## src/rtl/task_scheduler_if.sv

```systemverilog
// Register-bridge bus between the AXI-lite register bridge (master) and the
// task_scheduler control-register window (slave). One-cycle read/write
// strobes with a byte offset; read data returns one cycle after the strobe.
interface task_scheduler_if;
    logic        reg_wr;
    logic        reg_rd;
    logic [4:0]  reg_addr;
    logic [31:0] reg_wdata;
    logic [31:0] reg_rdata;
    logic        reg_rvalid;

    modport master (
        output reg_wr, reg_rd, reg_addr, reg_wdata,
        input  reg_rdata, reg_rvalid
    );

    modport slave (
        input  reg_wr, reg_rd, reg_addr, reg_wdata,
        output reg_rdata, reg_rvalid
    );
endinterface

```

## src/rtl/task_scheduler.sv

```systemverilog
// task_scheduler: PL-side sequencer for the PS/PL shared-memory task mailbox.
// Owns the control-register window (PL_READY, ENABLED_TASKS, CURRENT_TASK,
// TV_IN_READY, TV_OUT_READY, STATUS), launches one task engine per PS request
// and waits for that engine's done or a watchdog timeout.
// Optional build macro TASK_CYCLE_COUNT_EN adds the read-only CYCLES register
// at offset 0x18 (launch-to-completion cycle count); without it 0x18 reads 0.
module task_scheduler #(
    parameter int unsigned          NUM_TASKS      = 15,
    parameter logic [NUM_TASKS-1:0] ENABLED_MASK   = 15'h0237,
    parameter int unsigned          TIMEOUT_CYCLES = 1000000,
    parameter int unsigned          INIT_CYCLES    = 16
) (
    input  logic                 clk,
    input  logic                 rst,
    task_scheduler_if.slave      bus,
    output logic [NUM_TASKS-1:0] task_start,
    input  logic [NUM_TASKS-1:0] task_done,
    output logic                 task_abort,
    output logic                 busy
);

    // Control-window byte offsets.
    localparam logic [4:0] ADDR_PL_READY = 5'h00;
    localparam logic [4:0] ADDR_ENABLED  = 5'h04;
    localparam logic [4:0] ADDR_CURRENT  = 5'h08;
    localparam logic [4:0] ADDR_TV_IN    = 5'h0C;
    localparam logic [4:0] ADDR_TV_OUT   = 5'h10;
    localparam logic [4:0] ADDR_STATUS   = 5'h14;
`ifdef TASK_CYCLE_COUNT_EN
    localparam logic [4:0] ADDR_CYCLES   = 5'h18;
`endif

    // Built-in engine mask widened so any 5-bit task number can index it.
    localparam logic [31:0] MASK_EXT = 32'(ENABLED_MASK);

    // STATUS bit positions.
    localparam int ST_INVALID  = 0;
    localparam int ST_TIMEOUT  = 1;
    localparam int ST_BUSY_WR  = 2;
    localparam int ST_SPURIOUS = 3;

    typedef enum logic [2:0] {
        S_INIT,
        S_IDLE,
        S_CHECK,
        S_LAUNCH,
        S_RUN,
        S_DONE
    } state_t;

    state_t               state;
    logic [4:0]           current_task;
    logic                 tv_in_ready;
    logic                 tv_out_ready;
    logic [3:0]           status;
    logic [NUM_TASKS-1:0] run_sel;
    logic [31:0]          init_cnt;
    logic [31:0]          wd_cnt;

    logic                 pl_ready;
    logic                 in_busy;
    logic                 wr_current;
    logic                 wr_tv_in;
    logic                 wr_status;
    logic                 launch_req;
    logic                 task_ok;
    logic [NUM_TASKS-1:0] task_onehot;
    logic                 run_done;
    logic                 wd_fire;
    logic [3:0]           status_set;
    logic [31:0]          read_value;

    // Only the low bits of write data are meaningful in this window.
    logic                 unused_wdata;
    assign unused_wdata = ^bus.reg_wdata[31:5];

    // Decode of bus writes, task validity and completion events for this cycle.
    // NOTE: every always_comb output gets a default first so no path can leave
    // it unassigned and infer a latch.
    always_comb begin
        pl_ready    = (state == S_IDLE) || (state == S_DONE);
        in_busy     = (state == S_LAUNCH) || (state == S_RUN);
        wr_current  = bus.reg_wr && (bus.reg_addr == ADDR_CURRENT);
        // A TV_IN_READY write with bit0=0 is never acted on.
        wr_tv_in    = bus.reg_wr && (bus.reg_addr == ADDR_TV_IN) && bus.reg_wdata[0];
        wr_status   = bus.reg_wr && (bus.reg_addr == ADDR_STATUS);
        launch_req  = wr_tv_in && pl_ready;

        task_ok = 1'b0;
        if ((current_task != 5'd0) && (32'(current_task) <= NUM_TASKS)) begin
            task_ok = MASK_EXT[current_task - 5'd1];
        end
        task_onehot = NUM_TASKS'(1) << (current_task - 5'd1);

        run_done = (state == S_RUN) && (|(task_done & run_sel));
        // Fires on the RUN cycle in which the count reaches the limit.
        wd_fire  = (state == S_RUN) && (TIMEOUT_CYCLES != 0) &&
                   (({1'b0, wd_cnt} + 33'd1) >= 33'(TIMEOUT_CYCLES));

        status_set              = 4'b0000;
        status_set[ST_INVALID]  = (state == S_CHECK) && !task_ok;
        status_set[ST_TIMEOUT]  = wd_fire && !run_done;
        status_set[ST_BUSY_WR]  = in_busy && (wr_current || wr_tv_in);
        status_set[ST_SPURIOUS] = |(task_done & ((state == S_RUN) ? ~run_sel : '1));
    end

    // Sequencer FSM with registered start/abort/busy outputs and the
    // request/result handshake flags.
    // NOTE: sequential state uses non-blocking assignments only, so every flop
    // samples pre-edge values regardless of statement order.
    always_ff @(posedge clk or posedge rst) begin
        if (rst) begin
            state        <= S_INIT;
            init_cnt     <= '0;
            wd_cnt       <= '0;
            run_sel      <= '0;
            tv_in_ready  <= 1'b0;
            tv_out_ready <= 1'b0;
            task_start   <= '0;
            task_abort   <= 1'b0;
            busy         <= 1'b0;
        end else begin
            task_start <= '0;
            task_abort <= 1'b0;
            case (state)
                S_INIT: begin
                    if ((init_cnt + 32'd1) >= INIT_CYCLES) begin
                        state <= S_IDLE;
                    end else begin
                        init_cnt <= init_cnt + 32'd1;
                    end
                end
                S_IDLE, S_DONE: begin
                    if (launch_req) begin
                        tv_in_ready  <= 1'b1;
                        tv_out_ready <= 1'b0;
                        state        <= S_CHECK;
                    end
                end
                S_CHECK: begin
                    // Latch the engine select so completion matching is immune
                    // to later CURRENT_TASK writes.
                    run_sel <= task_onehot;
                    if (task_ok) begin
                        task_start <= task_onehot;
                        busy       <= 1'b1;
                        state      <= S_LAUNCH;
                    end else begin
                        tv_in_ready  <= 1'b0;
                        tv_out_ready <= 1'b1;
                        state        <= S_DONE;
                    end
                end
                S_LAUNCH: begin
                    wd_cnt <= '0;
                    state  <= S_RUN;
                end
                S_RUN: begin
                    if (run_done || wd_fire) begin
                        // Done wins over a simultaneous timeout: no abort then.
                        task_abort   <= !run_done;
                        busy         <= 1'b0;
                        tv_in_ready  <= 1'b0;
                        tv_out_ready <= 1'b1;
                        state        <= S_DONE;
                    end else if (wd_cnt != '1) begin
                        wd_cnt <= wd_cnt + 32'd1;
                    end
                end
                default: begin
                    state <= S_INIT;
                end
            endcase
        end
    end

    // CURRENT_TASK register; writes are dropped while an engine is launching
    // or running.
    always_ff @(posedge clk or posedge rst) begin
        if (rst) begin
            current_task <= 5'd0;
        end else if (wr_current && !in_busy) begin
            current_task <= bus.reg_wdata[4:0];
        end
    end

    // STATUS register: write-one-to-clear; an event in the same cycle as the
    // clear keeps its bit set so it is never lost.
    always_ff @(posedge clk or posedge rst) begin
        if (rst) begin
            status <= 4'b0000;
        end else begin
            status <= (status & ~(wr_status ? bus.reg_wdata[3:0] : 4'b0000)) | status_set;
        end
    end

`ifdef TASK_CYCLE_COUNT_EN
    logic [31:0] cycles;

    // Launch-to-completion cycle counter: cleared on the way into LAUNCH,
    // counts LAUNCH and every RUN cycle including the completing one,
    // saturates, and holds afterwards.
    always_ff @(posedge clk or posedge rst) begin
        if (rst) begin
            cycles <= '0;
        end else if ((state == S_CHECK) && task_ok) begin
            cycles <= '0;
        end else if (((state == S_LAUNCH) || (state == S_RUN)) && (cycles != '1)) begin
            cycles <= cycles + 32'd1;
        end
    end
`endif

    // Read mux over the pre-write register values; unmapped offsets read 0.
    always_comb begin
        read_value = '0;
        case (bus.reg_addr)
            ADDR_PL_READY: read_value = {31'd0, pl_ready};
            ADDR_ENABLED:  read_value = MASK_EXT;
            ADDR_CURRENT:  read_value = {27'd0, current_task};
            ADDR_TV_IN:    read_value = {31'd0, tv_in_ready};
            ADDR_TV_OUT:   read_value = {31'd0, tv_out_ready};
            ADDR_STATUS:   read_value = {28'd0, status};
`ifdef TASK_CYCLE_COUNT_EN
            ADDR_CYCLES:   read_value = cycles;
`endif
            default:       read_value = '0;
        endcase
    end

    // Registered read response, returned exactly one cycle after the strobe.
    always_ff @(posedge clk or posedge rst) begin
        if (rst) begin
            bus.reg_rvalid <= 1'b0;
            bus.reg_rdata  <= '0;
        end else begin
            bus.reg_rvalid <= bus.reg_rd;
            bus.reg_rdata  <= bus.reg_rd ? read_value : '0;
        end
    end

endmodule
```

## src/flat_wrapper.sv

```systemverilog
// flat-port wrapper written by rule: the top's interface ports become plain ports
module task_scheduler_flat 
#(
    parameter int unsigned          NUM_TASKS      = 15,
    parameter logic [NUM_TASKS-1:0] ENABLED_MASK   = 15'h0237,
    parameter int unsigned          TIMEOUT_CYCLES = 1000000,
    parameter int unsigned          INIT_CYCLES    = 16
)
  (clk, rst, task_start, task_done, task_abort, busy, bus_reg_wr, bus_reg_rd, bus_reg_addr, bus_reg_wdata, bus_reg_rdata, bus_reg_rvalid);
  task_scheduler_if bus_i ();
  input  logic clk;
  input  logic rst;
  output logic [NUM_TASKS-1:0] task_start;
  input  logic [NUM_TASKS-1:0] task_done;
  output logic task_abort;
  output logic busy;
  input wire logic [$bits(bus_i.reg_wr)-1:0] bus_reg_wr;
  input wire logic [$bits(bus_i.reg_rd)-1:0] bus_reg_rd;
  input wire logic [$bits(bus_i.reg_addr)-1:0] bus_reg_addr;
  input wire logic [$bits(bus_i.reg_wdata)-1:0] bus_reg_wdata;
  output wire logic [$bits(bus_i.reg_rdata)-1:0] bus_reg_rdata;
  output wire logic [$bits(bus_i.reg_rvalid)-1:0] bus_reg_rvalid;
  assign bus_i.reg_wr = bus_reg_wr;
  assign bus_i.reg_rd = bus_reg_rd;
  assign bus_i.reg_addr = bus_reg_addr;
  assign bus_i.reg_wdata = bus_reg_wdata;
  assign bus_reg_rdata = bus_i.reg_rdata;
  assign bus_reg_rvalid = bus_i.reg_rvalid;
  task_scheduler #(.NUM_TASKS(NUM_TASKS), .ENABLED_MASK(ENABLED_MASK), .TIMEOUT_CYCLES(TIMEOUT_CYCLES), .INIT_CYCLES(INIT_CYCLES)) u_core (.clk(clk), .rst(rst), .bus(bus_i), .task_start(task_start), .task_done(task_done), .task_abort(task_abort), .busy(busy));
endmodule
```

## config.mk

```make
export PLATFORM = sky130hd
export DESIGN_NAME = task_scheduler_flat
export DESIGN_NICKNAME = d
export VERILOG_FILES = /design/src/rtl/task_scheduler_if.sv /design/src/rtl/task_scheduler.sv /design/src/flat_wrapper.sv
export SDC_FILE = /design/constraint.sdc
export NUM_CORES = 1
export LEC_CHECK = 0
export CAP_MARGIN = 10
export CORE_MARGIN = 2
export CORE_UTILIZATION = 30
export CTS_CLUSTER_SIZE = 25
export DETAILED_ROUTE_END_ITERATION = 6
export HOLD_SLACK_MARGIN = 0.15
export PLACE_DENSITY = 0.48
export SYNTH_ARGS = -nofsm -noshare
export SYNTH_HDL_FRONTEND = slang
export SYNTH_SLANG_ARGS = --single-unit
export TNS_END_PERCENT = 20
```

## constraint.sdc

```tcl
create_clock -name clk -period 3.91 [get_ports clk]
set_input_delay 0.5865 -clock clk [delete_from_list [all_inputs] [get_ports clk]]
set_output_delay 0.5865 -clock clk [all_outputs]
set_load 0.02 [all_outputs]
```

==> Yosys cells after proc, flatten, opt, wreduce, memory -nomap -nowiden <==
Memory sizes are Yosys's and may differ from the RTL's.
Index checks and enable logic that the tools add are counted.
{ "word_totals": {"regBits": 143, "mem_bits_ro": 32, "inputBits": 56, "elab_cells": 109, "mem_count": 1} }
{ "classes": {"add_sub_neg": 4, "order_cmp": 4, "n_eq_ne": 18, "n_shift": 1, "muxes": 28, "n_bitwise": 7, "reduce_logical": 33} }
{ "memory_table": {"columns": ["name", "depth", "word_bits", "read_ports", "rd_ports_with_merged_regs", "write_ports", "line", "rtl"], "rows": [
  ["(no name shown)", 32, 1, 1, 0, 0, "task_scheduler.sv:91", "task_ok = MASK_EXT[current_task - 5'd1];"]
]} }
{ "op_table": {"columns": ["operator", "n"], "rows": [
  ["$add A32 B1 Y32 const B", 2],
  ["$mux W32", 2],
  ["$pmux W32 S2", 1],
  ["$pmux W10 S6", 1],
  ["$mux W15", 3],
  ["$add A32 B1 Y33 const B", 1],
  ["$ge A33 B20 Y1 const B", 1],
  ["$ge A32 B5 Y1 const B", 1],
  ["$ne A32 B32 Y1 const B", 1],
  ["$and A15 B15 Y15", 2],
  ["$reduce_or A15 Y1", 2],
  ["$not A15 Y15", 1],
  ["$pmux W3 S5", 1],
  ["$shl A1 B5 Y15 const A", 1],
  ["$logic_and A1 B1 Y1", 12],
  ["$mux W3", 4],
  ["$mux W1", 11],
  ["$eq A5 B4 Y1 const B", 2],
  ["$eq A5 B5 Y1 const B", 2],
  ["$mux W10", 1],
  ["$reduce_and A3 Y1", 3],
  ["$ne A2 B2 Y1 const B", 4],
  ["$eq A3 B2 Y1 const B", 2],
  ["$eq A3 B3 Y1 const B", 2],
  ["23 further kinds", 32]
]} }

==> Longest topological paths before layout <==
Gate-level depths: netlist of the first run.
{ "logic_depth": {"depth_word": 7, "depth_mapped": 12, "ltp_nobuf": 10} }

==> Least setup slack after synthesis of the first run <==
OpenSTA, ideal clock, no wires.
{ "synth_path": {"kind": "reg-to-reg", "startpoint": "register u_core.wd_cnt[0]", "endpoint": "register u_core.wd_cnt[10]", "setup_ps": 118, "arrival_ps": 3081, "required_ps": 3792, "setup_slack_ps": 711, "stages_incl_launch_ff": 12, "n_path_buf": 2, "synth_period_minus_slack_ps": 3199, "path_cell_list": "dfrtp_1 > ha_1 > nand3_1 > or3_4 > nor3_2 > mux2i_1 > or4_1 > a2111o_1 > and2_1 > buf_6 > buf_6 > a21o_1"} }
{ "synth_via": {"elab_chain_len": 6, "elab_cells_between_ends": 12, "classes_between": "add/sub: 2; order compare: 1; eq/ne: 3; mux: 3; reduce/logical: 3"} }
{ "synth_rtl": {"columns": ["item", "line", "rtl"], "rows": [
  ["from (decl)", "task_scheduler.sv:58", "logic [31:0] wd_cnt;"],
  ["from (signal assigned)", "task_scheduler.sv:167", "wd_cnt <= wd_cnt + 32'd1;"],
  ["$add A32 B1 Y33", "task_scheduler.sv:98", "(({1'b0, wd_cnt} + 33'd1) >= 33'(TIMEOUT_CYCLES));"],
  ["$ge A33 B20 Y1", "task_scheduler.sv:98", null],
  ["$logic_and A1 B1 Y1", "task_scheduler.sv:97", "wd_fire = (state == S_RUN) && (TIMEOUT_CYCLES != 0) &&"],
  ["$logic_or A1 B1 Y1", "task_scheduler.sv:159", "if (run_done || wd_fire) begin"],
  ["$ne A2 B2 Y1 (no source line)", null, null],
  ["$reduce_and A3 Y1 (no source line)", null, null]
]} }
Parallel ways exist; a longest one is shown, timed or not. The select of a mux whose other input is x is not followed.
A chain may end at the register's enable or synchronous reset.

==> Worst setup path in the final report of the first run <==
{ "layout_path": {"startpoint": "register u_core.wd_cnt[4]", "endpoint": "register u_core.wd_cnt[14]"} }
Same word-level chain as after synthesis.

==> run summary, run 1 <==
Counting the fill cells in the layout gives 2100. Power density normalized to cell area: 424.4 mW/mm². Tightest slew margin relative to the limit: 0.4847. Leftover overflow at the end of global routing: 0.

Count of buffers inserted at the top-level ports: 53. The sum of net half-perimeters after detailed placement was 11.11 mm. The run gives 0.8626 as the final RePlAce weighted congestion. The via count of the first global-routing pass was 5177; the height of the die was 151.4 µm. The maximum level of the CTS H-tree is 4. The largest individual stage delay along the critical path comes from the cell sky130_fd_sc_hd__or3_4. Once layout is done, the placed cells without fillers occupy 0.007956 mm². On the final layout, the worst clock skew is 8.985 ps. The number of nets in the layout is 836, and the standby leakage power is 3.451 nW.

TritonCTS built the clock tree. The total area inside the core boundary comes to 0.02115 mm². Max-cap violations in this run came to 0. Setup repair after global routing left no endpoint under its margin. Clock latency on the worst-skew pair, taken at its later pin, is 410 ps.

The largest total area in the synthesized netlist belongs to sky130_fd_sc_hd__dfrtp_1. The logs give 0 for the initial antenna violation count and 0.3080 for the starting density of the core. Dividing the detail-routed wire length by the instance count gives 14.88 µm.

Instance area at placement: 0.007251 mm². The sequential element share of the synthesized area was 0.4493; the horizontal extent of the die was 151.4 µm. The worst setup path is captured at a register. The total buffers and inverters traversed by the critical path is 1, and the area share of the leading cell type in the synthesized netlist is 0.4493.

Along the worst path, the maximum fanout reaches 26. The tools report the post-route non-filler standard cell count as 1060. After detailed routing, the number of remaining DRC violations is 0. The share of flip-flops with an asynchronous set or reset is 1.000, and the post-route setup TNS is 0 ps. The tools report the DRC marker count from the first detailed-route iteration as 334. After clock tree synthesis, the repair step resized 0 gates. The slack of the worst reg-to-reg path is 400 ps, and the arrival time at the worst endpoint is 3810 ps. Counting along the longest clock path gives a buffer depth of 2. The signed area change from the synthesized netlist to the final layout is 22.10%.

The library cell used most frequently in the layout, excluding fill and tap cells, is sky130_fd_sc_hd__dfrtp_1. The run gives 0 as the count of nets left with antenna violations after detail routing. In the synthesized netlist the dominant register cell turns out to be sky130_fd_sc_hd__dfrtp_1. The clock period minus worst slack is 3509 ps. Entering global routing, the biggest net connects 62 pins. Buffers inserted during clock tree synthesis total 17. The run finished with clean final reports. The signal on the critical path passes through nand4_1 > or3_4 > or3_1 > a221o_1 > a211oi_1 > a2111o_1 > buf_4 > o21ba_2 > a21o_1.

The first global-routing pass estimated 25.95 mm of wire. The layout cell share with drive strength beyond 1 is 0.08662, and the boundary pin count is 106. The number of enable flip-flop cells after synthesis is 0. The area of the die is 0.02292 mm², and the synthesis-stage register bit count is 117.

For the number of hold-slack violations in the final timing report, the log shows 0. The mapped netlist covers 0.006516 mm². Derived from the worst setup path, the maximum achievable clock frequency is 0.2850 GHz. The logs give 4 for the first-pass detailed-route iteration total and 0 for the diode insertion count for antenna repair.

The slew of the pin with the lowest slew margin is 772.9 ps, and the number of distinct library cells after synthesis is 63. The min-delay analysis places its worst path in the category register to register. The post-synthesis instance total was 721. The type of the worst setup path was register to register. The post-cts hold buffer count is 0, and the delay of the slowest cell on the worst path is 540 ps.

Across the VDD grid, the largest voltage drop is 0.0002375 V. Setup violations remaining at the end of the flow were counted as 0. The family of cells with the greatest summed delay on the critical path is simple AND/OR/NAND/NOR gates. The average instance in the mapped netlist occupies 9.038 µm². The count of standard-cell rows was 53; the number of vias per cell after detailed routing was 5.089.

For the worst setup path, the data required time is 4210 ps. The root buffer cell is sky130_fd_sc_hd__clkbuf_16. For the max-slew violation count, the log shows 0. For this run, the number of Yosys warnings is 0.

The share of the clock period used by the worst path after layout was 0.8975; the number of post-CTS setup repair buffers was 0. After clock tree synthesis, the clock-pin slew on the worst setup and hold paths is 60 ps. Clock tree synthesis found a total of 117 sinks. The number of vias in the routed layout is 5394.

By area the synthesized netlist is led by sky130_fd_sc_hd__dfrtp_1 (45%), sky130_fd_sc_hd__nand2_1 (5.5%), sky130_fd_sc_hd__buf_4 (3.1%). For the instance count after placement with tap cells included, the log shows 1028. Leaving out fill and tap cells, the most frequent cells in the layout are sky130_fd_sc_hd__dfrtp_1 (117), sky130_fd_sc_hd__nand2_1 (96), sky130_fd_sc_hd__clkdlybuf4s50_1 (53). The run gives 15.78 mm as the total wire length. The total routing resource utilization after global routing is 0.1434.

The worst setup path is launched from a register.
## per-layer routing
| metal | vias up | routed length [µm] | part of all wire | GRT usage |
|---|---|---|---|---|
| met5 | - | 0 | 0 | 0 |
| met3 | 11 | 610 | 0.039 | 0.03825 |
| met2 | 105 | 7289 | 0.46 | 0.2179 |
| met1 | 2644 | 7719 | 0.49 | 0.1997 |
| li1 | 2634 | - | - | - |
| met4 | 0 | 158 | 0.010 | 0.04299 |
## worst reg2reg max path, stage by stage (launching register included)
cell and delay (ps):
sky130_fd_sc_hd__dfrtp_1 510, sky130_fd_sc_hd__nand4_1 410, sky130_fd_sc_hd__or3_4 540, sky130_fd_sc_hd__or3_1 360, sky130_fd_sc_hd__a221o_1 360, sky130_fd_sc_hd__a211oi_1 270, sky130_fd_sc_hd__a2111o_1 290, sky130_fd_sc_hd__buf_4 310
sky130_fd_sc_hd__o21ba_2 200, sky130_fd_sc_hd__a21o_1 140
## cells by family (layout without fill, tap and decap cells)
kind of cell             after synthesis  after routing  synth area share
AO/OA/AOI/OAI                        147            147            0.1521
XOR/XNOR                              19             19           0.02554
adder cells (fa/ha/maj)                8              8           0.01536
buffers and inverters                 73            110           0.06183
flip-flops                           117            117            0.4493
multiplexers                          10             10           0.01613
other                                  1             28         0.0005755
AND/OR/NAND/NOR                      346            346            0.2792
## state kept, by name, indices dropped and copies added (netlist names)
register	cells
u_core.wd_cnt	32
u_core.tv_out_ready	1
u_core.busy	1
u_core.bus.reg_rvalid	1
u_core.tv_in_ready	1
u_core.state	3
u_core.current_task	5
u_core.bus.reg_rdata	6
u_core.run_sel	15
u_core.task_start	15
u_core.init_cnt	32
u_core.status	4
u_core.task_abort	1
## Yosys cell counts, drive strengths merged (3+ instances only)
library cell,instances
a211oi,6
a21o,17
a21oi,32
a22o,8
a22oi,7
a311oi,4
a31oi,4
a41oi,3
and2,13
and3,27
and4,9
buf,39
clkbuf,20
dfrtp,117
ha,8
inv,14
mux2,4
mux2i,6
nand2,96
nand2b,14
nand3,26
nand4,19
nor2,47
nor2b,27
nor3,17
nor3b,5
nor4,12
o2111a,3
o211ai,4
o21ai,33
o22ai,3
o31ai,4
or2,11
or3,12
or4,4
xnor2,12
xor2,7
## worst paths after layout
path                                                     start  cells after the start                             end
worst max-delay path              u_core.wd_cnt[4]$_DFFE_PP0P_                      9   u_core.wd_cnt[14]$_DFFE_PP0P_
worst min-delay path            u_core.init_cnt[0]$_DFFE_PP0P_                      1  u_core.init_cnt[0]$_DFFE_PP0P_
worst max register to register    u_core.wd_cnt[4]$_DFFE_PP0P_                      9   u_core.wd_cnt[14]$_DFFE_PP0P_
worst min register to register  u_core.init_cnt[0]$_DFFE_PP0P_                      1  u_core.init_cnt[0]$_DFFE_PP0P_
max in group asynchronous                                  rst                      3   u_core.wd_cnt[10]$_DFFE_PP0P_
min in group asynchronous                                  rst                      2  u_core.init_cnt[1]$_DFFE_PP0P_
## cell type report
cell class / count / area, µm² / share of cell area
sequential: 117 / 2928 / 0.3680
inverter: 14 / 55.05 / 0.006919
clock inverter: 13 / 251.5 / 0.03161
tap: 275 / 344.1 / 0.04325
clock buffer: 19 / 452.9 / 0.05693
timing repair buffer: 64 / 625.6 / 0.07863
multi-input combinational: 558 / 3299 / 0.4147
## where the power goes
| group | switching, W | internal [W] |
|---|---|---|
| logic | 0.000159 | 0.0000904 |
| registers | 0.0000313 | 0.00123 |
| clock network | 0.000573 | 0.00129 |
## per-stage QoR
stage               setup WS (ps)  total power (W)  hold slack, ps  utilization
floorplan                   222.7         0.001447           442.8            -
global placement            301.8         0.001531           476.0       0.3428
detailed placement          284.5         0.001534           481.3       0.3428
CTS                         256.3         0.003425           492.8       0.3761
global route                131.3         0.003502           523.9       0.3761
finish                      400.7         0.003376           493.4       0.3761
Power figures use the tool's default switching activity.
==> run 2: changes to the inputs <==
- PLACE_DENSITY: 0.48 -> 0.46
- REMOVE_ABC_BUFFERS: unset -> 1
- clock period: 3.91 -> 4.37 ns (I/O delays scaled with it)
==> run 2 against run 1 <==
Flip-flop and latch count unchanged. Count of clock-buffer cells in the layout down 1. Global-route usage up 0.45 points. Critical path type unchanged. Die area unchanged. Clock skew up 2.2 ps. Wire length up 2.5%. Core utilization down 0.36 points. Cell area down 0.96%.
==> run summary, run 2 (synthesis gave the netlist of run 1 again) <==
The run finished with clean final reports. The most common cell after layout, fill and taps aside is sky130_fd_sc_hd__dfrtp_1 (unchanged). The flip-flop and latch area is 0.002928 mm² (unchanged), and the maximum fanout along the worst path is 17 (was 26). The tools report the initial antenna violation count as 0 (unchanged).

The count of standard-cell rows was 53 (unchanged). The number of resized instances in the post-cts repair step is 0 (unchanged). The tools report the tightest slew margin relative to the limit as 0.3761 (was 0.4847). The delay of the slowest cell on the worst path came out at 600 ps (was 540 ps). The root buffer cell is sky130_fd_sc_hd__clkbuf_16 (unchanged). The number of post-CTS setup repair buffers was 0 (unchanged).

For the area of the core, the log shows 0.02115 mm² (unchanged). For the clock insertion delay at the later pin of the skew report, the log shows 420 ps (was 410 ps). The number of endpoints failing setup at the final stage is 0 (unchanged).

The instance area at placement is 0.007236 mm² (was 0.007251 mm²). Leading registers by flop count: u_core.init_cnt (32), u_core.wd_cnt (32) (unchanged). The number of maximum-capacitance constraint violations is 0 (unchanged), and the pin count of the biggest net entering global routing is 61 (was 62). The tools report the internal power as 0.002204 W (was 0.002613 W).

The DRC marker count from the first detailed-route iteration is 258 (was 334), and the instance count after placement with tap cells included is 1026 (was 1028). Area of the multi-input gates: 0.003298 mm² (was 0.003299 mm²). The cell type of the slowest stage on the worst timing path was sky130_fd_sc_hd__and2_1 (was sky130_fd_sc_hd__or3_4). The height of the die works out to 151.4 µm (unchanged). TritonCTS built the clock tree.

The logs give 0.078 (was 0.074) for the combinational group share of total power and 0 (unchanged) for the count of nets left with antenna violations after detail routing. The pre-CTS worst setup slack is 645.4 ps (was 284.5 ps), and the area of the die is 0.02292 mm² (unchanged). The number of cell instances on the worst register-to-register path is 9 (unchanged).

The launching element of the worst setup path was u_core.wd_cnt[0]$_DFFE_PP0P_ (was u_core.wd_cnt[4]$_DFFE_PP0P_). The tools report the critical path capture point as u_core.wd_cnt[9]$_DFFE_PP0P_ (was u_core.wd_cnt[14]$_DFFE_PP0P_). The post-detailed-route DRC marker count was 0 (unchanged); the share of the clock period used by the worst path after layout was 0.8622 (was 0.8975). The signed area change from the synthesized netlist to the final layout was 20.93% (was 22.10%). Leftover overflow at the end of global routing: 0 (unchanged). The highest clock rate is 0.2654 GHz (was 0.2850 GHz). The run gives 0.1479 (was 0.1434) as the total routing resource utilization after global routing. The capture instance of the worst register-to-register path is u_core.wd_cnt[9]$_DFFE_PP0P_ (was u_core.wd_cnt[14]$_DFFE_PP0P_).

The family of cells with the greatest summed delay on the critical path is simple AND/OR/NAND/NOR gates (unchanged). The via count of the first global-routing pass was 5217 (was 5177); the standby leakage power was 3.416 nW (was 3.451 nW). The global-route wire length before repair was 26.63 mm (was 25.95 mm); the largest voltage drop on the vdd net was 0.0002388 V (was 0.0002375 V). The total clock buffers created by CTS is 17 (unchanged). The post-cts hold buffer count came out at 0 (unchanged). The power density normalized to cell area was 365.5 mW/mm² (was 424.4 mW/mm²); the clock period minus worst slack was 3768 ps (was 3509 ps). The total wire length is 16.17 mm (was 15.78 mm), and the slew of the pin with the lowest slew margin is 921.3 ps (was 772.9 ps). For the arrival time at the worst endpoint, the log shows 4120 ps (was 3810 ps). The tools report the boundary pin count as 106 (unchanged). The run gives 600 ps (was 400 ps) as the slack of the worst reg-to-reg path. The type of the tightest min-delay check was register to register (unchanged). For the number of nets in the layout, the log shows 834 (was 836). The worst reg2reg path startpoint is u_core.wd_cnt[0]$_DFFE_PP0P_ (was u_core.wd_cnt[4]$_DFFE_PP0P_).

The tools report the first-pass detailed-route iteration total as 5 (was 4). The switching share of total power works out to 0.2346 (was 0.2260). The switching power summed over all nets was 0.0006756 W (was 0.0007632 W); the proportion of power drawn by flip-flops and latches was 0.393 (was 0.374). Core utilization of the finished layout: 0.3725 (was 0.3761). Kind of launch point of the worst setup path: a register (unchanged). Setup repair after global routing left no endpoint under its margin. The sum of net half-perimeters after detailed placement was 11.28 mm (was 11.11 mm). The horizontal extent of the die came out at 151.4 µm (unchanged). The final instance area is 0.007880 mm² (was 0.007956 mm²), and the clock-pin slew on the worst setup and hold paths is 60 ps (about the same).

The logs give 4 (unchanged) for the maximum level of the CTS H-tree and 11.20 ps (was 8.985 ps) for the worst clock skew. The routed length per instance is 15.30 µm (was 14.88 µm). Worst-path cell chain: ha_1 > nand3_1 > or3_4 > or3_1 > a221o_1 > a211oi_1 > a2111o_1 > and2_1 > a21o_1 (was nand4_1 > or3_4 > or3_1 > a221o_1 > a211oi_1 > a2111o_1 > buf_4 > o21ba_2 > a21o_1). The diode insertion count for antenna repair was 0 (unchanged).

The run gives 2097 (was 2100) as the fill cell instance count of the final layout. The share of total power in the clock network came out at 0.529 (was 0.552). The count of buffers inserted at the top-level ports works out to 53 (unchanged). The number of vias per cell after detailed routing was 5.077 (was 5.089); the post-route non-filler standard cell count was 1057 (was 1060). The type of the worst setup path is register to register (unchanged). The number of hold-slack violations in the final timing report is 0 (unchanged), and the max-slew violation count is 0 (unchanged). The total buffers and inverters traversed by the critical path came out at 0 (was 1). The critical path endpoint category is a register (unchanged). The layout cell share with drive strength beyond 1 came out at 0.08184 (was 0.08662).

The clock sink count was 117 (unchanged); the final RePlAce weighted congestion was 0.8403 (was 0.8626). The number of vias in the routed layout was 5366 (was 5394). The logic depth of the worst path, buffers included was 9 (unchanged).

Leading cell types in the layout, fill and taps excluded: sky130_fd_sc_hd__dfrtp_1 (117), sky130_fd_sc_hd__nand2_1 (96), sky130_fd_sc_hd__clkdlybuf4s50_1 (53) (unchanged). The tools report the endpoint required time on the critical path as 4720 ps (was 4210 ps). The final critical-path setup slack came out at 602.2 ps (was 400.7 ps). The starting density of the core is 0.3080 (unchanged). For the worst-case clock buffer depth, the log shows 2 (unchanged).
## run 2: per-layer routing
layer  global-route usage  vias to the layer above  routed length (µm)
li1                     -                     2620                   -
met1               0.2090                     2636                8141
met3              0.03584                       13                 569
met5                    0                        -                   0
met2               0.2224                       97                7335
met4              0.04720                        0                 124
## run 2: worst min path at each step
stage / start / end / cells after the start
2_1_floorplan: u_core.status[1]$_DFF_PP0_ / u_core.status[1]$_DFF_PP0_ / 2
3_3_place_gp: u_core.status[2]$_DFF_PP0_ / u_core.status[2]$_DFF_PP0_ / 2
3_5_place_dp: u_core.status[2]$_DFF_PP0_ / u_core.status[2]$_DFF_PP0_ / 2
4_1_cts: u_core.init_cnt[0]$_DFFE_PP0P_ / u_core.init_cnt[0]$_DFFE_PP0P_ / 1
5_1_grt: u_core.init_cnt[0]$_DFFE_PP0P_ / u_core.init_cnt[0]$_DFFE_PP0P_ / 1
6_report: u_core.init_cnt[0]$_DFFE_PP0P_ / u_core.init_cnt[0]$_DFFE_PP0P_ / 1
## run 2: area by class of cell
| type | instances | area share |
|---|---|---|
| multi-input combinational | 558 | 0.4185 |
| sequential | 117 | 0.3715 |
| timing repair buffer | 62 | 0.07748 |
| clock buffer | 18 | 0.05573 |
| tap | 275 | 0.04366 |
| clock inverter | 13 | 0.02604 |
| inverter | 14 | 0.006986 |
## run 2: power groups by stage
stage / logic [W] / registers [W] / clock network (W)
floorplan: 0.000130 / 0.00114 / 0
global placement: 0.000222 / 0.00115 / 0
detailed placement: 0.000224 / 0.00115 / 0
CTS: 0.000226 / 0.00113 / 0.00157
global route: 0.000250 / 0.00113 / 0.00162
finish: 0.000224 / 0.00113 / 0.00152
## run 2: through the flow
step                hold WS (ps)  TNS [ps]  power [W]
finish                     493.9         0   0.002880
global route               515.3         0   0.003008
CTS                        495.4         0   0.002926
detailed placement         484.2         0   0.001373
global placement           480.5         0   0.001370
floorplan                  442.8     -2122   0.001274
## run 2: worst register-to-register path, delay by kind of cell, from the launching register on
kind / cells / cell delay [ps]
flip-flops: 1 / 480
AND/OR/NAND/NOR: 4 / 1760
adder cells (fa/ha/maj): 1 / 330
AO/OA/AOI/OAI: 4 / 1130
